File: src/rtl/receiver.sv
// -----------------------------------------------------------------------------
// receiver -- oversampled serial byte receiver with a one-byte output register.
//
// Line format (after the input synchronizer):
//   idle = 0, start bit = 1, eight data bits LSB first, stop bit = 0,
//   every bit lasting BIT_CYCLES clocks.
//
// The start bit is confirmed at its midpoint. Each data bit and the stop bit
// are then sampled one full bit period later, which is again mid-bit. A frame
// with a good stop bit is a "good frame". It is offered to the consumer
// through a valid/ready register. A frame with a bad (high) stop bit is
// discarded, and the receiver then waits for the line to return low so that
// a stuck-high line cannot start a new frame.
//
// Parameters
//   BIT_CYCLES   clock cycles per serial bit (4 .. 2^32-1)
//   SYNC_STAGES  depth of the rx_line synchronizer (2 .. 4)
//
// Ports
//   clk        system clock, rising edge
//   rst_n      asynchronous active-low reset
//   rx_line    asynchronous serial input
//   rx_data    last accepted byte
//   rx_valid   rx_data holds a byte the consumer has not taken yet
//   rx_ready   consumer takes rx_data this cycle (ignored while rx_valid=0)
//   frame_err  one-cycle pulse when a frame ends with a bad stop bit
//   overrun    one-cycle pulse when a good frame is dropped because the
//              previous byte was still unconsumed
//   led        display copy of rx_data
// -----------------------------------------------------------------------------
module receiver #(
  parameter int unsigned BIT_CYCLES  = 10_000_001,
  parameter int unsigned SYNC_STAGES = 2
) (
  input  logic       clk,
  input  logic       rst_n,
  input  logic       rx_line,
  output logic [7:0] rx_data,
  output logic       rx_valid,
  input  logic       rx_ready,
  output logic       frame_err,
  output logic       overrun,
  output logic [7:0] led
);

  // Counter compare points. Both are full 32-bit constants, so the counter
  // never needs to wrap for any legal BIT_CYCLES.
  localparam logic [31:0] HALF_CNT = 32'(BIT_CYCLES / 2 - 1);
  localparam logic [31:0] LAST_CNT = 32'(BIT_CYCLES - 1);

  typedef enum logic [2:0] {
    S_IDLE,
    S_START,
    S_DATA,
    S_STOP,
    S_WAIT_LOW
  } state_t;

  // ---------------------------------------------------------------------------
  // Input synchronizer. The oldest stage is the only view of the line that
  // the rest of the design uses.
  // ---------------------------------------------------------------------------
  logic [SYNC_STAGES-1:0] sync_q, sync_d;
  logic                   line;

  assign sync_d = {sync_q[SYNC_STAGES-2:0], rx_line};
  assign line   = sync_q[SYNC_STAGES-1];

  // ---------------------------------------------------------------------------
  // Receive state
  // ---------------------------------------------------------------------------
  state_t      state_q, state_d;
  logic [31:0] cnt_q, cnt_d;       // clocks elapsed in the current bit
  logic [2:0]  idx_q, idx_d;       // next data bit position to fill
  logic [7:0]  shift_q, shift_d;   // byte being assembled

  // Output register state
  logic [7:0]  rx_data_q, rx_data_d;
  logic [7:0]  led_q, led_d;
  logic        rx_valid_q, rx_valid_d;
  logic        frame_err_q, frame_err_d;
  logic        overrun_q, overrun_d;

  // Frame completion events. Each is high for the single cycle in which the
  // stop bit is judged.
  logic        good_frame;
  logic        bad_frame;

  // ---------------------------------------------------------------------------
  // Next-state logic for the receive FSM
  // ---------------------------------------------------------------------------
  always_comb begin
    // NOTE: every variable gets a default before the case statement. A path
    // that leaves a variable unassigned in always_comb infers a latch.
    state_d    = state_q;
    cnt_d      = cnt_q;
    idx_d      = idx_q;
    shift_d    = shift_q;
    good_frame = 1'b0;
    bad_frame  = 1'b0;

    unique case (state_q)
      S_IDLE: begin
        if (line) begin
          state_d = S_START;
          cnt_d   = '0;
        end
      end

      S_START: begin
        // Confirm the start bit at its midpoint. A pulse that has already
        // gone away is a glitch. It produces no output activity.
        if (cnt_q == HALF_CNT) begin
          cnt_d = '0;
          if (line) begin
            state_d = S_DATA;
            idx_d   = '0;
          end else begin
            state_d = S_IDLE;
          end
        end else begin
          cnt_d = cnt_q + 32'd1;
        end
      end

      S_DATA: begin
        if (cnt_q == LAST_CNT) begin
          shift_d[idx_q] = line;
          cnt_d          = '0;
          if (idx_q == 3'd7) begin
            state_d = S_STOP;
          end else begin
            idx_d = idx_q + 3'd1;
          end
        end else begin
          cnt_d = cnt_q + 32'd1;
        end
      end

      S_STOP: begin
        if (cnt_q == LAST_CNT) begin
          cnt_d = '0;
          if (!line) begin
            good_frame = 1'b1;
            state_d    = S_IDLE;
          end else begin
            bad_frame = 1'b1;
            state_d   = S_WAIT_LOW;
          end
        end else begin
          cnt_d = cnt_q + 32'd1;
        end
      end

      S_WAIT_LOW: begin
        // After a bad stop bit the line may be stuck high. Wait for it to
        // drop before a new start edge can be recognised.
        if (!line) begin
          state_d = S_IDLE;
        end
      end

      default: begin
        state_d = S_IDLE;
        cnt_d   = '0;
        idx_d   = '0;
      end
    endcase
  end

  // ---------------------------------------------------------------------------
  // Output register / handshake logic
  // ---------------------------------------------------------------------------
  always_comb begin
    rx_data_d   = rx_data_q;
    led_d       = led_q;
    rx_valid_d  = rx_valid_q;
    frame_err_d = bad_frame;
    overrun_d   = 1'b0;

    if (good_frame && (!rx_valid_q || rx_ready)) begin
      // The register is empty, or it is emptied in this same cycle, so the
      // new byte replaces it without a gap.
      rx_data_d  = shift_q;
      led_d      = shift_q;
      rx_valid_d = 1'b1;
    end else if (good_frame) begin
      // The previous byte is still pending. Keep it and drop the new one.
      overrun_d = 1'b1;
    end else if (rx_valid_q && rx_ready) begin
      rx_valid_d = 1'b0;
    end
  end

  // ---------------------------------------------------------------------------
  // State registers
  // ---------------------------------------------------------------------------
  // NOTE: sequential state uses non-blocking assignments only, so every flop
  // samples the values from before this edge, whatever order the statements
  // are in.
  always_ff @(posedge clk or negedge rst_n) begin
    if (!rst_n) begin
      // NOTE: every flop, including the byte assembly register, has a defined
      // reset value. A partial frame is therefore discarded and cannot leak
      // into the next good frame.
      sync_q      <= '0;
      state_q     <= S_IDLE;
      cnt_q       <= '0;
      idx_q       <= '0;
      shift_q     <= '0;
      rx_data_q   <= '0;
      led_q       <= '0;
      rx_valid_q  <= 1'b0;
      frame_err_q <= 1'b0;
      overrun_q   <= 1'b0;
    end else begin
      sync_q      <= sync_d;
      state_q     <= state_d;
      cnt_q       <= cnt_d;
      idx_q       <= idx_d;
      shift_q     <= shift_d;
      rx_data_q   <= rx_data_d;
      led_q       <= led_d;
      rx_valid_q  <= rx_valid_d;
      frame_err_q <= frame_err_d;
      overrun_q   <= overrun_d;
    end
  end

  assign rx_data   = rx_data_q;
  assign led       = led_q;
  assign rx_valid  = rx_valid_q;
  assign frame_err = frame_err_q;
  assign overrun   = overrun_q;

endmodule

File: config.mk
export PLATFORM = sky130hd
export DESIGN_NAME = receiver
export DESIGN_NICKNAME = d
export VERILOG_FILES = /design/src/rtl/receiver.sv
export SDC_FILE = /design/constraint.sdc
export NUM_CORES = 1
export LEC_CHECK = 0
export CAP_MARGIN = 20
export CORE_MARGIN = 1
export CORE_UTILIZATION = 60
export CTS_BUF_LIST = sky130_fd_sc_hd__clkbuf_8 sky130_fd_sc_hd__clkbuf_16
export CTS_CLUSTER_SIZE = 25
export DETAILED_ROUTE_END_ITERATION = 8
export PLACE_DENSITY = 0.81
export RECOVER_POWER = 25
export SLEW_MARGIN = 20
export SYNTH_ARGS = -nofsm -noshare
export SYNTH_HDL_FRONTEND = slang
export SYNTH_SLANG_ARGS = --single-unit
File: constraint.sdc
create_clock -name clk -period 3.96 [get_ports clk]
set_clock_uncertainty 0.05 [all_clocks]
set_input_delay 0.396 -clock clk [delete_from_list [all_inputs] [get_ports clk]]
set_output_delay 0.396 -clock clk [all_outputs]
set_load 0.03 [all_outputs]
==> flow_summary.ini <==
[routing]
routed_via_density = 6.07
avgRoutedWirePerCell_um = 15.7
antenna_left = 0
drt_iter0_drc = 164
firstDrtPassIters = 4
drcViolationCount = 0
drt-total-wl_um = 6740
num_vias = 2602

[yosys]
ys_top_cells_by_area = dfrtp_1, mux2_2, nand3_1, nand2_1, nor2_1
synth_top_area_share_pct = 44.4
ys_warn_count = 0
synth_largest_area_cell = dfrtp_1
synth_seq_cells = 59
synth_edf_count = 0
avgSynthCellArea_um2 = 9.71
synth_flop_cell = dfrtp_1
syn_area_um2 = 3320
syn_nets = 350
async_reset_ff_share_pct = 100
synth_cell_types = 62
synth-seq-area-share_pct = 44.4
syn_inst = 342

[place]
place.detailed.hpwl_um = 4710
gp_congestion = 0.863
pre_cts_ws_ns = 1.25
port_buffers = 22

[grt]
grt_usage_pct = 25.8
grt_pass1_wl_um = 11800
grt_max_degree = 42
grt_pass1_vias = 2560
antenna_found_initial = 0
grt_overflow = 0

[cts]
cts_buffers = 9
htreeDepth = 3
root_buffer = clkbuf_8
cts_buffer_depth = 2
cts_tree = built
cts.reportedPaths.clkPinSlew_ns = 0.07
insertion_delay_ns = 0.34
clock-sinks = 59
cts_resized = 0

[sta]
finalSetupViolations = 0
fin_setup_tns_ns = 0
setup_ws_ns = 1.18
fmax_mhz = 360
rsz0062_at_grt = false
finalHoldViolations = 0
worst_pin_slew_ns = 1.01
slew_violations = 0
min_period_ns = 2.78
post-route-period-util_pct = 70.1
slew-limit-headroom_pct = 32.9

[die]
rows = 26
die_area_um2 = 5840
fp.dieW_um = 76.4
pin_count = 23
die_height_um = 76.4
initial_core_util_pct = 63.8
design.core.area_um2 = 5200

[power]
p_int_w = 0.00110
leakage_nw = 1.56
vdd_drop_max_uv = 314
total_power_w = 0.00163
p_sw_share_pct = 32.5
pwr-share-seq_pct = 42.3
power.density_nw_per_um2 = 440
power_frac_comb_pct = 22.7
p_sw_w = 0.000531
power.share.clock_pct = 35.1

[layout]
drive_above_1_share_pct = 13.4
syn_to_final_growth_pct = 11.5
final_common_cell = dfrtp_1
num_antenna_cells = 0
mostFrequentLayoutCells = dfrtp_1, nand2_1, nor2_1
layout.nets = 362

[critical_path]
startpoint_type = flop
critical_path_arrival_ns = 3.00
path_class = reg2reg
cp_data_required_time_ns = 4.18
end_kind = flop
crit_fanout = 31

[status]
status = finished clean

[job]
maxCapViolations = 0

[min_path]
hp-class = reg2reg
[registers in the layout, indices dropped and copies added (netlist names), 2 cells and up]
register,count
sync_q,2
shift_q,8
led,8
idx_q,3
cnt_q,32
state_q,3
[Yosys cell counts (4+ instances only)]
library cell and n:
a21o_1 5, a21oi_1 10, a22o_1 7, and2_1 6, and3_1 5, buf_2 6, buf_4 10, clkbuf_1 7
dfrtp_1 59, ha_1 4, inv_1 11, mux2_1 4, mux2_2 13, mux2i_1 4, nand2_1 34, nand3_1 26
nand3b_1 5, nand4_1 12, nor2_1 27, nor3_1 15, o21ai_0 6, o21ai_1 7, xor2_1 4
[power groups by stage]
stage | clock network (W) | registers [W] | logic, W
6_report | 0.000572 | 0.000690 | 0.000370
5_1_grt | 0.000616 | 0.000696 | 0.000413
4_1_cts | 0.000586 | 0.000687 | 0.000370
3_5_place_dp | 0 | 0.000698 | 0.000368
3_3_place_gp | 0 | 0.000696 | 0.000357
2_1_floorplan | 0 | 0.000666 | 0.000332
[worst paths after layout]
path,start,endpoint,slack [ns],cells after the start
hold / removal,sync_q[0]$_DFF_PN0_,sync_q[1]$_DFF_PN0_,0.32,0
setup / recovery,cnt_q[0]$_DFFE_PN0P_,cnt_q[29]$_DFFE_PN0P_,1.18,8
max in group asynchronous,rst_n,cnt_q[9]$_DFFE_PN0P_,1.68,3
min in group asynchronous,rst_n,cnt_q[15]$_DFFE_PN0P_,0.69,2
hold reg to reg,sync_q[0]$_DFF_PN0_,sync_q[1]$_DFF_PN0_,0.32,0
setup reg to reg,cnt_q[0]$_DFFE_PN0P_,cnt_q[29]$_DFFE_PN0P_,1.18,8
[routing by layer]
metal / GRT usage [%] / wire [um]
met5: 0 / 0
met4: 10.8 / 131
met3: 6.35 / 430
met2: 41.4 / 3180
met1: 33.5 / 2990
[stage by stage]
step                      hold WS (ns)  cell area, um2  util (%)  std cells
final                            0.315            3700      71.2        429
after detailed placement         0.303            3490      67.0        412
after floorplan                 0.0504            3320         -        342
after CTS                        0.316            3710      71.3        429
after global routing             0.336            3700      71.2        429
after global placement           0.285            3490      67.0        412
[timing repair]
action | 4_1_cts | 5_1_grt
setup endpoints to repair | 0 | 0
setup buffers | 0 | 0
hold buffers | 1 | 0
endpoints found under the hold margin | 18 | 0
[cell type report]
class | count | area [um2]
repair buffers | 27 | 251
clock buffers | 12 | 165
clock inverters | 4 | 47.5
flip-flops and latches | 59 | 1480
fillers | 387 | 1500
multi-input cells | 246 | 1640
inverters | 11 | 41.3
well taps | 70 | 87.6
[kinds of logic after synthesis]
group	count (synthesis)	share of synthesized area (%)
AOI/OAI and AO/OA	53	11.6
xor gates and xnor gates	6	1.58
and+or+nand+nor	162	27.6
DFF	59	44.4
muxes	21	6.97
adders and majority gates	4	1.51
buffers and inverters	37	6.33
[critical path, stage by stage (launching register included)]
cell and delay (ns):
dfrtp_1 0.44, ha_1 0.28, nand3_1 0.19, nor2_1 0.12
a311o_1 0.36, a31oi_4 0.42, buf_4 0.38, or3b_1 0.38
nand3_1 0.08
(Power assumes the default switching activity.)
